===== config.mk =====
export PLATFORM = sky130hd
export DESIGN_NAME = life_step_engine
export DESIGN_NICKNAME = d
export VERILOG_FILES = /design/src/rtl/life_pkg.sv /design/src/rtl/life_cell_rule.sv /design/src/rtl/life_step_engine.sv
export SDC_FILE = /design/constraint.sdc
export NUM_CORES = 1
export LEC_CHECK = 0
export ABC_AREA = 1
export ABC_CLOCK_PERIOD_IN_PS = 19200
export CAP_MARGIN = 20
export CORE_ASPECT_RATIO = 1.2
export CORE_UTILIZATION = 60
export DETAILED_ROUTE_END_ITERATION = 8
export PLACE_DENSITY = 0.94
export SETUP_SLACK_MARGIN = 0.15
export SLEW_MARGIN = 30
export SYNTH_ARGS = -nofsm -noshare
export SYNTH_HDL_FRONTEND = slang
export SYNTH_SLANG_ARGS = --single-unit

===== constraint.sdc =====
create_clock -name clk -period 19.2 [get_ports clk]
set_input_delay 5.76 -clock clk [delete_from_list [all_inputs] [get_ports clk]]
set_output_delay 5.76 -clock clk [all_outputs]
set_load 0.01 [all_outputs]

===== src/rtl/life_pkg.sv =====
// Shared constants, FSM state type and grid indexing helpers for the Game-of-Life engine.
package life_pkg;

    localparam int ROWS = 8;
    localparam int COLS = 8;
    localparam int GW   = COLS + 2;
    localparam int NB   = GW * (ROWS + 2);

    typedef enum logic [1:0] {
        IDLE,
        LOAD,
        SCAN,
        COMMIT
    } state_t;

    function automatic int cell_bit(input int r, input int c);
        return (r + 1) * GW + (c + 1);
    endfunction

    function automatic logic [NB-1:0] vis_mask_f();
        logic [NB-1:0] m;
        m = '0;
        for (int r = 0; r < ROWS; r++) begin
            for (int c = 0; c < COLS; c++) begin
                m[cell_bit(r, c)] = 1'b1;
            end
        end
        return m;
    endfunction

    // Ones on visible cells, zeros on the dead border ring.
    localparam logic [NB-1:0] VIS_MASK = vis_mask_f();

endpackage


===== src/rtl/life_cell_rule.sv =====
// B3/S23 rule for one cell: 3x3 neighbourhood in (centre at bit 4), next state out.
// Purely combinational.
module life_cell_rule (
    input  logic [8:0] i_nbhd,
    output logic       o_alive
);

    logic [3:0] w_n;

    always_comb begin
        w_n = 4'd0;
        for (int i = 0; i < 9; i++) begin
            if (i != 4) begin
                w_n = w_n + {3'd0, i_nbhd[i]};
            end
        end
    end

    assign o_alive = (w_n == 4'd3) | (i_nbhd[4] & (w_n == 4'd2));

endmodule


===== src/rtl/life_step_engine.sv =====
// Sequential Game-of-Life generation engine: snapshots the bordered grid, evaluates one cell per clock,
// streams each result to frame memory, then commits the next generation with status flags (start->done 67 cycles).
module life_step_engine #(
    parameter int ROWS  = 8,
    parameter int COLS  = 8,
    parameter int GEN_W = 16
) (
    input  logic                            clk,
    input  logic                            rst,
    input  logic                            start,
    input  logic [(COLS+2)*(ROWS+2)-1:0]    grid_in,
    output logic                            busy,
    output logic                            done,
    output logic [(COLS+2)*(ROWS+2)-1:0]    grid_out,
    output logic                            wr_en,
    output logic [5:0]                      wr_addr,
    output logic                            wr_alive,
    output logic [GEN_W-1:0]                generation,
    output logic [6:0]                      alive_count,
    output logic                            extinct,
    output logic                            still
);

    import life_pkg::*;

    localparam int GW = COLS + 2;
    localparam int NB = GW * (ROWS + 2);
    localparam int IW = $clog2(NB);
    localparam logic [5:0] LAST_IDX = 6'(ROWS * COLS - 1);

    state_t            r_state, w_state_nxt;
    logic [NB-1:0]     r_snap, r_work, r_grid_out, w_vis_mask;
    logic [5:0]        r_idx;
    logic [6:0]        r_cnt, r_alive_count;
    logic [GEN_W-1:0]  r_gen;
    logic              r_done, r_wr_en, r_wr_alive, r_extinct, r_still;
    logic [5:0]        r_wr_addr;
    logic [8:0]        w_nbhd;
    logic [IW-1:0]     w_cell;
    logic              w_alive_nxt;

    always_comb begin
        w_vis_mask = '0;
        for (int r = 0; r < ROWS; r++) begin
            for (int c = 0; c < COLS; c++) begin
                w_vis_mask[IW'((r + 1) * GW + c + 1)] = 1'b1;
            end
        end
    end

    // The window's top-left corner in bordered coordinates equals the visible (r,c) of the cell.
    always_comb begin
        int base;
        base   = (int'(r_idx) / COLS) * GW + (int'(r_idx) % COLS);
        w_nbhd = '0;
        for (int dr = 0; dr < 3; dr++) begin
            for (int dc = 0; dc < 3; dc++) begin
                w_nbhd[dr*3 + dc] = r_snap[IW'(base + dr * GW + dc)];
            end
        end
        w_cell = IW'(base + GW + 1);
    end

    life_cell_rule u_rule (
        .i_nbhd  (w_nbhd),
        .o_alive (w_alive_nxt)
    );

    always_comb begin
        w_state_nxt = r_state;
        case (r_state)
            IDLE:    if (start) w_state_nxt = LOAD;
            LOAD:    w_state_nxt = SCAN;
            SCAN:    if (r_idx == LAST_IDX) w_state_nxt = COMMIT;
            COMMIT:  w_state_nxt = IDLE;
            default: w_state_nxt = IDLE;
        endcase
    end

    always_ff @(posedge clk or posedge rst) begin
        if (rst) begin
            r_state <= IDLE;
        end else begin
            r_state <= w_state_nxt;
        end
    end

    always_ff @(posedge clk or posedge rst) begin
        if (rst) begin
            r_snap        <= '0;
            r_work        <= '0;
            r_idx         <= '0;
            r_cnt         <= '0;
            r_grid_out    <= '0;
            r_alive_count <= '0;
            r_extinct     <= 1'b0;
            r_still       <= 1'b0;
            r_gen         <= '0;
            r_done        <= 1'b0;
            r_wr_en       <= 1'b0;
            r_wr_addr     <= '0;
            r_wr_alive    <= 1'b0;
        end else begin
            r_done     <= (r_state == COMMIT);
            r_wr_en    <= (r_state == SCAN);
            r_wr_addr  <= (r_state == SCAN) ? r_idx : 6'd0;
            r_wr_alive <= (r_state == SCAN) & w_alive_nxt;
            case (r_state)
                LOAD: begin
                    r_snap <= grid_in & w_vis_mask;
                    r_work <= '0;
                    r_idx  <= '0;
                    r_cnt  <= '0;
                end
                SCAN: begin
                    r_work[w_cell] <= w_alive_nxt;
                    r_idx          <= r_idx + 6'd1;
                    r_cnt          <= r_cnt + {6'd0, w_alive_nxt};
                end
                COMMIT: begin
                    r_grid_out    <= r_work;
                    r_alive_count <= r_cnt;
                    r_extinct     <= (r_cnt == 7'd0);
                    r_still       <= (r_work == r_snap);
                    r_gen         <= r_gen + {{(GEN_W-1){1'b0}}, 1'b1};
                end
                default: ;
            endcase
        end
    end

    assign busy        = (r_state != IDLE);
    assign done        = r_done;
    assign grid_out    = r_grid_out;
    assign wr_en       = r_wr_en;
    assign wr_addr     = r_wr_addr;
    assign wr_alive    = r_wr_alive;
    assign generation  = r_gen;
    assign alive_count = r_alive_count;
    assign extinct     = r_extinct;
    assign still       = r_still;

endmodule


==> results of run 1 <==
## metal layers
metal	vias up	track usage, %	wire, um
li1	7282	-	-
met2	1023	61.68	24250
met5	-	0	0
met4	0	23.02	3582
met1	7603	46.10	18630
met3	261	5.913	4881
## critical path, delay by kind of cell (launching register included)
family,cells,cell delay [ns]
adders and majority gates,9,3.41
DFF,1,0.47
and+or+nand+nor,11,2.67
xor gates and xnor gates,2,0.74
buffers and inverters,3,0.65
AOI/OAI and AO/OA,4,0.52
## metrics by stage
stage	hold WS (ns)	instance area [um2]	std cells	utilization [%]	power (uW)
2_1_floorplan	0.4330	16260	2211	-	795.8
3_3_place_gp	0.4536	18120	2636	68.57	855.2
3_5_place_dp	0.4596	18150	2637	68.69	865.3
4_1_cts	0.4736	19070	2685	72.15	1422
5_1_grt	0.4944	19090	2685	72.21	1475
6_report	0.4744	19090	2685	72.21	1433
## synth_stat cells, types with 12 or more instances
cell	number
xnor2_1	15
nor4_1	17
nand2_1	805
o22ai_1	22
ha_1	26
o211ai_1	46
nand3_1	122
clkbuf_1	71
a21oi_1	31
xor2_1	27
nand4_1	12
o21ai_0	213
nor3_1	12
inv_1	223
dfrtp_1	292
nor2_1	168
buf_2	13
## sequential cells by signal, summed over array words and instances (netlist names)
name / cells
wr_addr: 6
done: 1
r_snap: 43
r_cnt: 7
r_idx: 6
r_state: 2
still: 1
alive_count: 7
r_work: 100
grid_out: 100
wr_alive: 1
generation: 16
wr_en: 1
extinct: 1
## cells by family after synthesis
logic type | synth area share (%)
buffers and inverters | 7.997
multiplexers | 1.047
XOR/XNOR | 2.532
adder cells (fa/ha/maj) | 2.617
AND/OR/NAND/NOR | 29.44
AO/OA/AOI/OAI | 11.42
flip-flops | 44.95
## where the power goes
group,switching [uW],internal (uW),total (uW),leakage (uW)
Clock,239,326,565,0.000447
Combinational,99.7,55.1,155,0.00522
Sequential,55.4,658,713,0.00388
## cell type report
type	count	area share, %
inverter	229	4.556
sequential	292	38.29
timing repair buffer	190	9.957
clock buffer	41	4.143
tap	335	2.196
multi-input combinational	1591	40.20
clock inverter	7	0.6555
## how the worst min path moves through the flow
stage	slack [ns]	start	cells after the start	end
floorplan	0.43	r_cnt[5]	1	r_cnt[5]
global placement	0.45	r_cnt[5]	1	r_cnt[5]
detailed placement	0.46	grid_out[84]	2	grid_out[84]
CTS	0.47	grid_out[89]	2	grid_out[89]
global route	0.49	grid_out[89]	2	grid_out[89]
finish	0.47	grid_out[24]	2	grid_out[24]
==> reports/qor.txt, run 1 <==
Clock Root Buffer - clkbuf_16
layout cell share with drive strength beyond 1 - 4.128%
worst setup path endpoint - r_cnt[6]
register bit count reported by yosys - 292
half-perimeter wire length after detailed placement - 36.13 mm
number of global-route vias before repair - 15570
global-route wire length before repair - 81.59 mm
area of the multi-input gates - 7674 um2
area share of the largest cell type after synthesis - 44.95%
minimum clock period after layout - 8.559 ns
remaining antenna violation count - 0
count of filler cells inserted in the layout - 1911
Vias - 16170
path depth of the worst reg2reg path - 29
Req. time, crit path - 19.67 ns
largest net degree at the start of global routing - 97
GRT Util Overall - 37.25%
Mapped Nets - 2345
final worst slack - 10.64 ns
number of remaining DRC errors - 7
cell type with the highest aggregate area in the netlist - dfrtp_1
CP arrival - 9.03 ns
antenna violations before repair - 0
H-tree depth - 1
TritonCTS clock tree - done
number of clock sinks seen by CTS - 292
IO buf count - 180
critical path launch point - r_idx[3]
global route total overflow - 0
Skew-Pair Late Insertion Delay - 0.56 ns
DRT Wirelength - 51.35 mm
Routed wire per std cell - 19.12 um
slew margin rel. - 39.10%
Final setup violation count - 0
initial cell density of the core - 61.51%
RSZ-0062 raised after global routing - false
Num CTS Buffers - 29
post-layout net count - 2467
Worst R2R Start - r_idx[3]
critical path endpoint category - flop
number of enable-type register cells in the synthesized netlist - 0
Slew Viols, Final - 0
total number of placement rows - 65
Worst Tran Pin Value - 0.9125 ns
Final Hold Violating Endpoints - 0
area of the core region - 26430 um2
classification of the worst-slack hold path - reg2reg
clk slew on worst S/H paths - 0.06 ns
fraction of the cycle the final worst path needs - 44.58%
Seq/Total Area, Yosys - 44.95%
Die W - 152.3 um
cell area power density - 75.06 nW/um2
IO Pins - 238
element type at the critical path start - flop
pre-CTS worst setup slack - 10.17 ns
most frequent cell on the critical path - fa_1
start-to-end type of the worst setup path - reg2reg
number of post-CTS setup repair buffers - 0
length of the first detailed-routing pass in iterations - 8
Post-CTS Hold Fix Bufs - 0
largest fanout on the critical path - 96
end of the worst register-to-register path - r_cnt[6]
cell area after synthesis - 16260 um2
peak clock frequency supported by timing - 0.1168 GHz
maximum clock path buffer count - 3
cell types occupying the most area after synthesis - dfrtp_1 45%, nand2_1 19%, o21ai_0 6.6%
Setup Skew - 0.01565 ns
cell count after synthesis - 2211
Synth async-reset ratio - 100.0%
IR drop worst, VDD - 0.07904 mV
leading cell type in the layout, fill and taps excluded - nand2_1
violation count after the first detailed-route iteration - 1869
synthesized area per cell - 7.353 um2
worst setup slack for register-to-register paths - 10.64 ns
biggest cell delay along the critical path - 0.56 ns
area growth from synthesis to layout - 17.41%
violated checks - design-rule violations
Unique masters post-synth - 50
antenna cells - 0
outcome - finished with violations
yosys warns - 0
P_leak - 0.009544 uW
routed via count divided by cell count - 6.022
die span in y - 182.3 um
routability-driven placement congestion ratio - 0.9782
area of the die - 27760 um2
area of all sequential standard cells - 7308 um2
master of the slowest instance on the critical path - xor2_2
Max Cap Violations - 0
Setup TNS Final - 0 ns
most frequent cells in the layout - 804 x nand2_1, 291 x dfrtp_1, 221 x inv_1
Resize count post-CTS - 0
most frequently used flop master after synthesis - dfrtp_1
(Power assumes the default switching activity.)
==> run 2, diff against run 1 <==
- ABC_CLOCK_PERIOD_IN_PS: 19200 -> 8109
- CORE_UTILIZATION: 60 -> 55
- PLACE_DENSITY: 0.94 -> 0.88
- clock period: 19.2 -> 8.11 ns (I/O delays scaled with it)
==> run 2 against run 1 <==
Effect of this change: the flow now finishes without violations; setup slack lost 10 ns; maximum frequency increased by 14%; clock power grew to 2.6 times the previous value; sequential cell count unchanged; via count fell by 3.5%; routed wire length fell by 3.6%; worst hold slack lost 0.0014 ns; design area rose by 1.2%; clock-buffer cell count fell by 7; non-clock buffer count up 9; final cell count is 2.3% higher.
==> reports/qor.txt, run 2 (same netlist as run 1, synthesis figures left out) <==
outcome - completed
most frequent cell on the critical path - nand2_1
area of the multi-input gates - 7662 um2
final worst slack - 0.6231 ns
final hold slack - 0.4730 ns
Final Hold Violating Endpoints - 0
minimum clock period after layout - 7.487 ns
Setup Skew - 0.02287 ns
Slew Viols, Final - 0
worst path bufs/invs - 4
pre-CTS worst setup slack - 0.6746 ns
count of filler cells inserted in the layout - 2312
post-layout net count - 2475
area of the die - 30250 um2
initial cell density of the core - 56.20%
start-to-end type of the worst setup path - reg2reg
critical path endpoint category - flop
IR drop worst, VDD - 0.1781 mV
area of all sequential standard cells - 7308 um2
length of the first detailed-routing pass in iterations - 6
area growth from synthesis to layout - 18.79%
global route total overflow - 0
Worst Tran Pin Value - 0.9935 ns
cell area power density - 180.8 nW/um2
area of the core region - 28930 um2
Final setup violation count - 0
clk slew on worst S/H paths - 0.07 ns
number of global-route vias before repair - 15260
Req. time, crit path - 8.58 ns
Die W - 158.9 um
TritonCTS clock tree - done
Post-CTS Hold Fix Bufs - 0
Skew-Pair Late Insertion Delay - 0.56 ns
die span in y - 190.3 um
remaining antenna violation count - 0
global-route wire length before repair - 78.92 mm
peak clock frequency supported by timing - 0.1336 GHz
most frequent cells in the layout - 804 x nand2_1, 291 x dfrtp_1, 221 x inv_1
Routed wire per std cell - 18.03 um
antenna violations before repair - 0
routed via count divided by cell count - 5.684
RSZ-0062 raised after global routing - false
GRT Util Overall - 32.88%
Setup TNS Final - 0 ns
CP arrival - 7.96 ns
element type at the critical path start - flop
slew margin rel. - 33.76%
total number of placement rows - 68
largest net degree at the start of global routing - 138
antenna cells - 0
half-perimeter wire length after detailed placement - 35.53 mm
Vias - 15610
Clock Root Buffer - clkbuf_16
largest fanout on the critical path - 8
number of remaining DRC errors - 0
classification of the worst-slack hold path - reg2reg
routability-driven placement congestion ratio - 0.9559
maximum clock path buffer count - 3
master of the slowest instance on the critical path - fa_1
fraction of the cycle the final worst path needs - 92.32%
number of clock sinks seen by CTS - 292
power consumption - 3491 uW
P_leak - 0.009633 uW
DRT Wirelength - 49.52 mm
leading cell type in the layout, fill and taps excluded - nand2_1
CP top delay family - adder cells
H-tree depth - 1
layout cell share with drive strength beyond 1 - 4.956%
Num CTS Buffers - 28
IO buf count - 180
violation count after the first detailed-route iteration - 1774
Max Cap Violations - 0
biggest cell delay along the critical path - 0.54 ns
IO Pins - 238
==> run 2: cell count changes in the layout (fill, tap and decap cells not counted), sizes merged <==
cell      delta
inv          -2
clkinvlp     +3
buf          +9
bufinv       +3
clkinv       +5
clkbuf       -7
==> run 2: layout make-up <==
class                   count  area share (%)
clock inverters            16           1.296
well taps                 385           2.494
clock buffers              34           4.004
inverters                 229           4.484
repair buffers            199           10.20
multi-input cells        1591           39.68
flip-flops and latches    292           37.85
==> run 2: final timing paths <==
kind	startpoint	to	slack [ns]	depth (start not counted)
worst max register to register	r_idx[3]	r_cnt[6]	0.62	33
worst min-delay path	grid_out[2]	grid_out[2]	0.47	2
min in group asynchronous	rst	generation[7]	2.26	2
worst max-delay path	r_idx[3]	r_cnt[6]	0.62	33
worst min register to register	grid_out[2]	grid_out[2]	0.47	2
max in group asynchronous	rst	r_work[24]	4.67	3
==> run 2: layer usage <==
metal | part of all wire (%) | up-vias | global-route usage (%)
met1 | 39 | 7393 | 41.41
li1 | - | 7324 | -
met3 | 7.5 | 181 | 4.524
met2 | 48 | 709 | 55.15
met4 | 5.3 | 0 | 17.90
met5 | 0 | - | 0
==> run 2: where the power goes <==
group          total (uW)  internal, uW  switching, uW
sequential           1680          1560            124
clock                1450           869            584
combinational         357           131            226
total                3490          2560            934
==> run 2: worst min-delay path: stages (launching register included) <==
cell and delay (ns):
dfrtp_1 0.34, nand2_1 0.05, nand2_1 0.05
==> run 2: metrics by stage <==
| step | utilization (%) | instance area (um2) | std cells |
|---|---|---|---|
| 2_1_floorplan | - | 16260 | 2211 |
| 5_1_grt | 66.76 | 19310 | 2746 |
| 3_3_place_gp | 63.20 | 18280 | 2696 |
| 3_5_place_dp | 63.20 | 18280 | 2696 |
| 6_report | 66.76 | 19310 | 2746 |
| 4_1_cts | 66.74 | 19310 | 2746 |
==> run 2: repair_timing <==
item / in CTS / in global routing
gates resized for setup: 0 / 1
hold endpoints to repair: 0 / 0
setup buffers: 0 / 0
setup endpoints to repair: 0 / 1
